`src/rtl/run_det_pkg.sv`:
```
// Shared types and helpers for the run_det_sched scheduler and its detector core.
package run_det_pkg;

  localparam int unsigned MAX_CH   = 16;
  localparam int unsigned MAX_CH_W = 4;

  typedef enum logic [1:0] {
    IDLE   = 2'd0,
    STREAM = 2'd1,
    REPORT = 2'd2
  } state_e;

  // First set request at or after ptr, wrapping modulo nch; 0 when none set.
  function automatic logic [MAX_CH_W-1:0] rr_pick(
    input logic [MAX_CH-1:0]   req,
    input logic [MAX_CH_W-1:0] ptr,
    input int unsigned         nch
  );
    logic [MAX_CH_W-1:0] sel;
    logic                found;
    int unsigned         idx;
    sel   = '0;
    found = 1'b0;
    for (int unsigned i = 0; i < MAX_CH; i++) begin
      idx = (32'(ptr) + i) % nch;
      if (!found && (i < nch) && req[idx[MAX_CH_W-1:0]]) begin
        sel   = idx[MAX_CH_W-1:0];
        found = 1'b1;
      end
    end
    return sel;
  endfunction

endpackage

```
`src/rtl/run_det_core.sv`:
```
// Run-of-ones detector: counts runs of RUN_LEN consecutive ones, one hit per run.
module run_det_core #(
  parameter int unsigned RUN_LEN = 3,
  parameter int unsigned CNT_W   = 8
) (
  input  logic             clk,
  input  logic             rst,
  input  logic             clr,
  input  logic             bit_vld,
  input  logic             bit_in,
  output logic             hit,
  output logic [CNT_W-1:0] hits
);

  localparam int unsigned RUN_W = $clog2(RUN_LEN + 1);
  localparam logic [CNT_W-1:0] HITS_MAX = '1;

  logic [RUN_W-1:0] run_q, run_d;
  logic [CNT_W-1:0] hits_q, hits_d;

  // Fires only on the 1 that completes the run; saturated run never re-fires.
  assign hit = !clr && bit_vld && bit_in && (run_q == RUN_W'(RUN_LEN - 1));

  always_comb begin
    run_d  = run_q;
    hits_d = hits_q;
    if (clr) begin
      run_d  = '0;
      hits_d = '0;
    end else if (bit_vld) begin
      if (bit_in) begin
        if (run_q != RUN_W'(RUN_LEN)) run_d = run_q + RUN_W'(1);
      end else begin
        run_d = '0;
      end
      if (hit && (hits_q != HITS_MAX)) hits_d = hits_q + CNT_W'(1);
    end
  end

  always_ff @(posedge clk) begin
    if (rst) begin
      run_q  <= '0;
      hits_q <= '0;
    end else begin
      run_q  <= run_d;
      hits_q <= hits_d;
    end
  end

  assign hits = hits_q;

endmodule

```
`src/rtl/run_det_sched.sv`:
```
// Round-robin scheduler sharing one run_det_core across NCH serial requesters.
// Optional stall timeout enabled by defining RUN_DET_SCHED_TIMEOUT_EN.
module run_det_sched
  import run_det_pkg::*;
#(
  parameter int unsigned NCH     = 4,
  parameter int unsigned RUN_LEN = 3,
  parameter int unsigned CNT_W   = 8,
  parameter int unsigned TIMEOUT = 16
) (
  input  logic                    clk,
  input  logic                    rst,
  input  logic [NCH-1:0]          req_valid,
  input  logic [NCH-1:0]          req_bit,
  input  logic [NCH-1:0]          req_last,
  output logic [NCH-1:0]          req_ready,
  output logic                    res_valid,
  input  logic                    res_ready,
  output logic [$clog2(NCH)-1:0]  res_ch,
  output logic [CNT_W-1:0]        res_hits,
  output logic                    res_abort,
  output logic                    busy
);

  localparam int unsigned GW = $clog2(NCH);

  state_e          state_q, state_d;
  logic [GW-1:0]   grant_q, grant_d;
  logic [GW-1:0]   rr_ptr_q, rr_ptr_d;
  logic            abort_q, abort_d;

  logic            beat;
  logic            cur_bit;
  logic            cur_last;
  logic            stall_expired;
  logic [GW-1:0]   pick_idx;
  logic [CNT_W-1:0] core_hits;
  logic            core_hit_unused;

  // Ready fans out from registered state only, never from req_valid.
  always_comb begin
    req_ready = '0;
    if (state_q == STREAM) req_ready[grant_q] = 1'b1;
  end

  assign beat     = |(req_valid & req_ready);
  assign cur_bit  = req_bit[grant_q];
  assign cur_last = req_last[grant_q];
  assign pick_idx = GW'(rr_pick(MAX_CH'(req_valid), MAX_CH_W'(rr_ptr_q), NCH));

`ifdef RUN_DET_SCHED_TIMEOUT_EN
  localparam int unsigned STALL_W = $clog2(TIMEOUT + 1);

  logic [STALL_W-1:0] stall_q, stall_d;

  // Counts consecutive beat-less STREAM cycles; zero everywhere else.
  always_comb begin
    stall_d = '0;
    if ((state_q == STREAM) && !beat) stall_d = stall_q + STALL_W'(1);
  end

  assign stall_expired = (state_q == STREAM) && !beat &&
                         (stall_q == STALL_W'(TIMEOUT - 1));

  always_ff @(posedge clk) begin
    if (rst) stall_q <= '0;
    else     stall_q <= stall_d;
  end
`else
  logic unused_timeout;
  assign unused_timeout = ^32'(TIMEOUT);
  assign stall_expired  = 1'b0;
`endif

  always_comb begin
    state_d  = state_q;
    grant_d  = grant_q;
    rr_ptr_d = rr_ptr_q;
    abort_d  = abort_q;
    case (state_q)
      IDLE: begin
        if (|req_valid) begin
          grant_d = pick_idx;
          abort_d = 1'b0;
          state_d = STREAM;
        end
      end
      STREAM: begin
        if (beat && cur_last) begin
          state_d = REPORT;
        end else if (stall_expired) begin
          abort_d = 1'b1;
          state_d = REPORT;
        end
      end
      REPORT: begin
        if (res_ready) begin
          rr_ptr_d = (grant_q == GW'(NCH - 1)) ? '0 : grant_q + GW'(1);
          state_d  = IDLE;
        end
      end
      default: state_d = IDLE;
    endcase
  end

  always_ff @(posedge clk) begin
    if (rst) begin
      state_q  <= IDLE;
      grant_q  <= '0;
      rr_ptr_q <= '0;
      abort_q  <= 1'b0;
    end else begin
      state_q  <= state_d;
      grant_q  <= grant_d;
      rr_ptr_q <= rr_ptr_d;
      abort_q  <= abort_d;
    end
  end

  // Core is held clear while idle so every grant starts a fresh burst.
  run_det_core #(
    .RUN_LEN (RUN_LEN),
    .CNT_W   (CNT_W)
  ) u_core (
    .clk     (clk),
    .rst     (rst),
    .clr     (state_q == IDLE),
    .bit_vld (beat),
    .bit_in  (cur_bit),
    .hit     (core_hit_unused),
    .hits    (core_hits)
  );

  assign res_valid = (state_q == REPORT);
  assign res_ch    = grant_q;
  assign res_hits  = core_hits;
  assign res_abort = abort_q;
  assign busy      = (state_q != IDLE);

endmodule

```
`config.mk`:
```
export PLATFORM = sky130hd
export DESIGN_NAME = run_det_sched
export DESIGN_NICKNAME = d
export VERILOG_FILES = /design/src/rtl/run_det_pkg.sv /design/src/rtl/run_det_core.sv /design/src/rtl/run_det_sched.sv
export SDC_FILE = /design/constraint.sdc
export NUM_CORES = 1
export LEC_CHECK = 0
export CAP_MARGIN = 20
export CORE_UTILIZATION = 25
export DETAILED_ROUTE_END_ITERATION = 12
export PLACE_DENSITY = 0.45
export REMOVE_ABC_BUFFERS = 1
export SETUP_SLACK_MARGIN = 0.4
export SLEW_MARGIN = 10
export SYNTH_ARGS = -nofsm -noshare
export SYNTH_HDL_FRONTEND = slang
export SYNTH_SLANG_ARGS = --single-unit
```
`constraint.sdc`:
```
create_clock -name clk -period 3.22 [get_ports clk]
set_input_delay 0.483 -clock clk [delete_from_list [all_inputs] [get_ports clk]]
set_output_delay 0.483 -clock clk [all_outputs]
set_load 0.01 [all_outputs]
```
# Word level (Yosys, flattened, before mapping)
# Cells that the tools add are included.
[op_classes]
addsub = 6
reduce_logical = 23
n_mux = 29
order_cmp = 6
bitwise = 1
n_eq_ne = 10
[op_table]
columns = ["cell", "n"]
rows = [
  ["less-than comparator 2 x 5 -> 1 bit, second input constant", 4],
  ["two-way mux 2 bit", 10],
  ["binary-select mux 1 bit (select 2 bit)", 6],
  ["two-way mux 1 bit", 10],
  ["logical AND 1 bit", 9],
  ["adder 8 x 1 -> 8 bit, second input constant", 1],
  ["!= test 8 bit, second input constant", 1],
  ["AND reduction 2 bit", 4],
  ["OR reduction 4 bit", 2],
  ["adder 2 x 1 -> 2 bit, second input constant", 3],
  ["== test 2 bit, second input constant", 3],
  ["!= test 2 bit, second input constant", 3],
  ["one-hot mux 2 bit (3 select lines)", 1],
  ["adder 2 bit, second input constant", 2],
  ["bitwise AND 4 bit", 1],
  ["logical NOT 1 bit", 4],
  ["two-way mux 4 bit", 1],
  ["!= test 2 x 1 -> 1 bit, second input constant", 2],
  ["less-than comparator 2 x 3 -> 1 bit, second input constant", 1],
  ["AND reduction 3 bit", 1],
  ["demux 1 bit (select 2 bit)", 1],
  ["== test 2 x 1 -> 1 bit, second input constant", 1],
  [">= comparator 2 x 1 -> 1 bit, second input constant", 1],
  ["logical NOT 2 bit", 1],
  ["2 further kinds", 2],
]
[totals]
in_bits = 15
ff_bits = 16
output_inout_bits = 17

# Logic depth before layout (Yosys ltp)
[depth]
ltp_word = 12
ltp_mapped = 7

# Modules after synthesis
# A second synthesis with hierarchy kept.
[unflattened]
cells_unflattened = 119
area_unflattened_um2 = 1061.0
[by_module_without_submodules]
columns = ["module", "area_per_inst_um2", "seq_area_each_um2", "n_inst", "cells_each"]
rows = [
  ["run_det_core", 540.5, 200.2, 1, 62],
  ["run_det_sched", 520.5, 120.1, 1, 57],
]

# Worst setup path before layout
# Ideal clock, no wire load.
[synth_path]
path_type = "register -> register"
startpoint = "register u_core.hits_q[0] (netlist: u_core.hits[0])"
endpoint = "register u_core.hits_q[4] (netlist: u_core.hits[4])"
period_less_slack_ns = 1.749
required_ns = 3.150
path_stages_with_launch = 7
slack_ns = 1.471
arrival_time_ns = 1.679
n_path_buf = 1
cell_sequence = "dfxtp_1 -> ha_1 -> and3_1 -> a31o_2 -> buf_2 -> or4_1 -> a21oi_1"
[synth_between]
elab_chain_len = 3
[synth_rtl]
columns = ["item", "line", "source"]
rows = [
  ["start: declaration", "run_det_core.sv:19", "logic [CNT_W-1:0] hits_q, hits_d;"],
  ["start signal: assignment", "run_det_core.sv:46", "hits_q <= hits_d;"],
  ["branches (longest 3 deep; another with adder 8 x 1 -> 8 bit)", "--", ""],
]
# Parallel ways; which one is timed is not known.
# A chain may end at the register's enable or synchronous reset.

# Worst setup path in the final report
[layout_path]
startpoint = "register grant_q[0] (netlist: res_ch[0])"
endpoint = "output req_ready[0]"
[layout_between]
elab_chain_len = 5
[layout_rtl]
columns = ["item", "line", "source"]
rows = [
  ["start: declaration", "run_det_sched.sv:28", "logic [GW-1:0] grant_q, grant_d;"],
  ["start signal: assignment", "run_det_sched.sv:114", "grant_q <= grant_d;"],
  ["less-than comparator 2 x 3 -> 1 bit (implied by the code) or >= comparator 2 x 1 -> 1 bit (tied branches)", "run_det_sched.sv:43", "if (state_q == STREAM) req_ready[grant_q] = 1'b1;"],
  ["logical AND 1 bit (implied by the code)", "run_det_sched.sv:43", ""],
  ["two-way mux 1 bit (implied by the code)", "run_det_sched.sv:43", ""],
  ["demux 1 bit (select 2 bit) *", "run_det_sched.sv:43", ""],
  ["two-way mux 4 bit *", "run_det_sched.sv:43", ""],
  ["end: declaration", "run_det_sched.sv:16", "output logic [NCH-1:0] req_ready,"],
]
# Every way passes the cells marked *; elsewhere a longest branch is shown, timed or not.

==> results.txt <==
The parity-gate share of the synthesized area counting xor and xnor cells is 0%. The length of the first detailed-routing pass in iterations came out at 4. The placer congestion estimate is 0.779. The maximum clock skew at final layout is 0.00454 ns. The run finished with clean final reports.

The number of antenna violations at the first check in global routing is 0. Clock latency on the worst-skew pair, taken at its later pin, is 0.25 ns. The total of flip-flops plus latches after synthesis came out at 16. The synthesized instance count came out at 123.

The final cycle utilization of the critical path is 69.3%. STA classifies the critical path startpoint as a register. The post-layout net count came out at 174. Setup violations remaining at the end of the flow were counted as 0.

Summing all flip-flop and latch instances after layout gives 320 µm². The synthesized netlist occupies a cell area of 1050 µm². The via count of the first global-routing pass was 1021. The fraction of registers with async set/reset is 0%.

STA classifies the critical path endpoint as an output port. The H-tree depth came out at 1. The maximum number of pins on one net before global-route repair is 16.

The CTS buffer count is 3. The most frequent standard cell in the layout excluding fill and tap cells is clkdlybuf4s50_1. In this run the power density over the cells is 339 nW/µm². After routing, the total negative slack on setup checks comes to 0 ns.

The total length of routed wires is 2570 µm. The category of the most critical setup path is reg -> out. The total inserted antenna cells came out at 0. The final-layout fill cell count is 424.

The class of the worst hold path is reg -> reg. Dividing the synthesized area by the synthesized cell count gives 8.57 µm². The static power due to leakage is 0.488 nW. The transition time at the pin with the least slew margin is 0.511 ns. The share of the yosys chip area belonging to registers came out at 30.4%. The total core area is 4030 µm². The average wire per standard cell came out at 12.8 µm. The half-perimeter wire length after placement came out at 2010 µm.

The number of core rows came out at 23. The number of nets with antenna violations after routing is 0. The die outline height came out at 66.9 µm. The clock sink total is 16. The post-synthesis compound-gate area fraction is 24.5%. The clock root buffer master is clkbuf_8. The number of buffers inserted by post-CTS setup repair came out at 0. The width of the die came out at 66.9 µm. The number of remaining DRC errors is 0. The mux contribution to synthesized area came out at 5.58%. After clock tree synthesis, the clock-pin slew on the worst setup and hold paths is 0.07 ns. The worst endpoint required time is 2.74 ns. By area, the combinational part of the netlist is dominated by compound AO/OA/AOI/OAI gates.

The post-synthesis simple-gate area fraction came out at 24.3%. The normalized max-slew margin is 65.6%. After Yosys synthesis, full adders, half adders and majority gates account for 8.31% of the synthesized area. The total global routing overflow is 0. The area added between synthesis and finish came out at 36.0%. Setup repair after global routing left no endpoint under its margin. Final hold analysis gives a worst-case slack of 0.496 ns. The wire length of the first global-routing pass is 4540 µm. The DRC marker count from the first detailed-route iteration came out at 44.

Based on the critical path, the design can be clocked at up to 448 MHz. The data arrival time of the critical path is 1.75 ns. The most used flip-flop cell after synthesis is dfxtp_1. The share of final-layout standard cells stronger than drive strength 1 came out at 9.27%.

The top fanout value on the critical path came out at 8. The warning count from the yosys run came out at 0. The initial cell density of the core came out at 26.1%. The count of pins on the block boundary came out at 32. The clock period minus final worst setup slack is 2.23 ns. The total power after layout is 486 µW. Global routing used 13.2% of the available tracks across all layers. The number of I/O port buffers came out at 30. The highest ir drop seen on vdd came out at 0.157 mV. The max-cap violation count is 0.

The total count of max-transition violations in the final report came out at 0. The area of combinational cells with multiple inputs came out at 664 µm². TritonCTS built the clock tree. The longest clock path from root to sink contains 2 buffers. The number of hold violations in the final report is 0. The count of unique library cells instantiated by Yosys is 41. The overall die area is 4480 µm². The synthesized design contains 0 enable-type register cells. The number of buffers inserted for hold repair after clock tree synthesis came out at 0. The ratio of routed vias to standard cells is 5.06. The post-CTS resize count is 0. The via count of the routed design is 1017. The top cell types in the final layout, fill and taps aside, are 30 x clkdlybuf4s50_1, 16 x dfxtp_1, 15 x a21oi_1.
[routing by layer]
metal / up-vias / GRT usage, % / share of wire [%]
met5: - / 0 / 0
met4: 0 / 3.46 / 1.4
met3: 4 / 3.25 / 4.6
met2: 32 / 24.2 / 50
met1: 474 / 15.0 / 44
li1: 507 / - / -
[layout make-up]
class | instances | area share (%)
flip-flops and latches | 16 | 22.4
multi-input cells | 93 | 46.4
well taps | 50 | 4.37
inverters | 8 | 2.10
repair buffers | 30 | 21.0
clock buffers | 4 | 3.84
[critical path, cell delays in order (launching register included)]
cell and delay [ns]:
dfxtp_1 0.53, inv_1 0.11, ha_1 0.23, and2_1 0.14
clkdlybuf4s50_1 0.48
[power breakdown]
group / switching (mW) / leakage, nW / internal, mW
clock: 0.0734 / 0.0288 / 0.108
combinational: 0.0463 / 0.330 / 0.0484
sequential: 0.00675 / 0.129 / 0.202
total: 0.126 / 0.488 / 0.359
[cell families after synthesis]
| family | Yosys count |
|---|---|
| DFF | 16 |
| AOI/OAI and AO/OA | 38 |
| muxes | 3 |
| buffers and inverters | 14 |
| and+or+nand+nor | 44 |
| other | 1 |
| adders and majority gates | 7 |
[worst paths after layout]
path / startpoint / endpoint / slack [ns] / cells past startpoint
worst max-delay path: res_ch[0]$_SDFFE_PP0P_ / req_ready[0] / 0.99 / 4
worst min-delay path: u_core.hits[6]$_SDFFE_PP0P_ / u_core.hits[6]$_SDFFE_PP0P_ / 0.50 / 2
worst max register to register: res_ch[0]$_SDFFE_PP0P_ / u_core.hits[4]$_SDFFE_PP0P_ / 1.22 / 5
worst min register to register: u_core.hits[6]$_SDFFE_PP0P_ / u_core.hits[6]$_SDFFE_PP0P_ / 0.50 / 2
[stage by stage]
stage                     utilization (%)  instance area [µm²]  cells  worst slack [ns]
final                                35.6                 1430    201             0.990
after global routing                 35.6                 1430    201             0.900
after CTS                            35.6                 1430    201             0.964
after detailed placement             34.2                 1380    197             0.985
after global placement               34.2                 1380    197              1.03
after floorplan                         -                 1010    117              1.44
[sequential cells by signal (all words and copies together) (netlist names)]
signal and flops:
res_ch 2, rr_ptr_q 2, state_q 2, u_core.hits 8
u_core.run_q 2
[synthesized netlist by cell type (all sizes together) (2+ instances only)]
cell type / n / area share (%)
a22o: 2 / 1.8
nand3: 5 / 2.4
dfxtp: 16 / 30
clkbuf: 3 / 1.4
or2: 4 / 2.4
ha: 7 / 8.3
nor2b: 3 / 1.8
and3: 2 / 1.2
o21ai: 6 / 2.8
buf: 3 / 2.3
mux4: 2 / 4.6
nor2: 4 / 1.4
o211ai: 3 / 3.4
nor3: 2 / 0.95
a21oi: 15 / 7.1
o31ai: 6 / 4.3
nand2: 8 / 2.9
and2: 4 / 2.4
or4: 6 / 4.3
inv: 8 / 2.9
No activity file was read; power rests on OpenSTA's default activity.
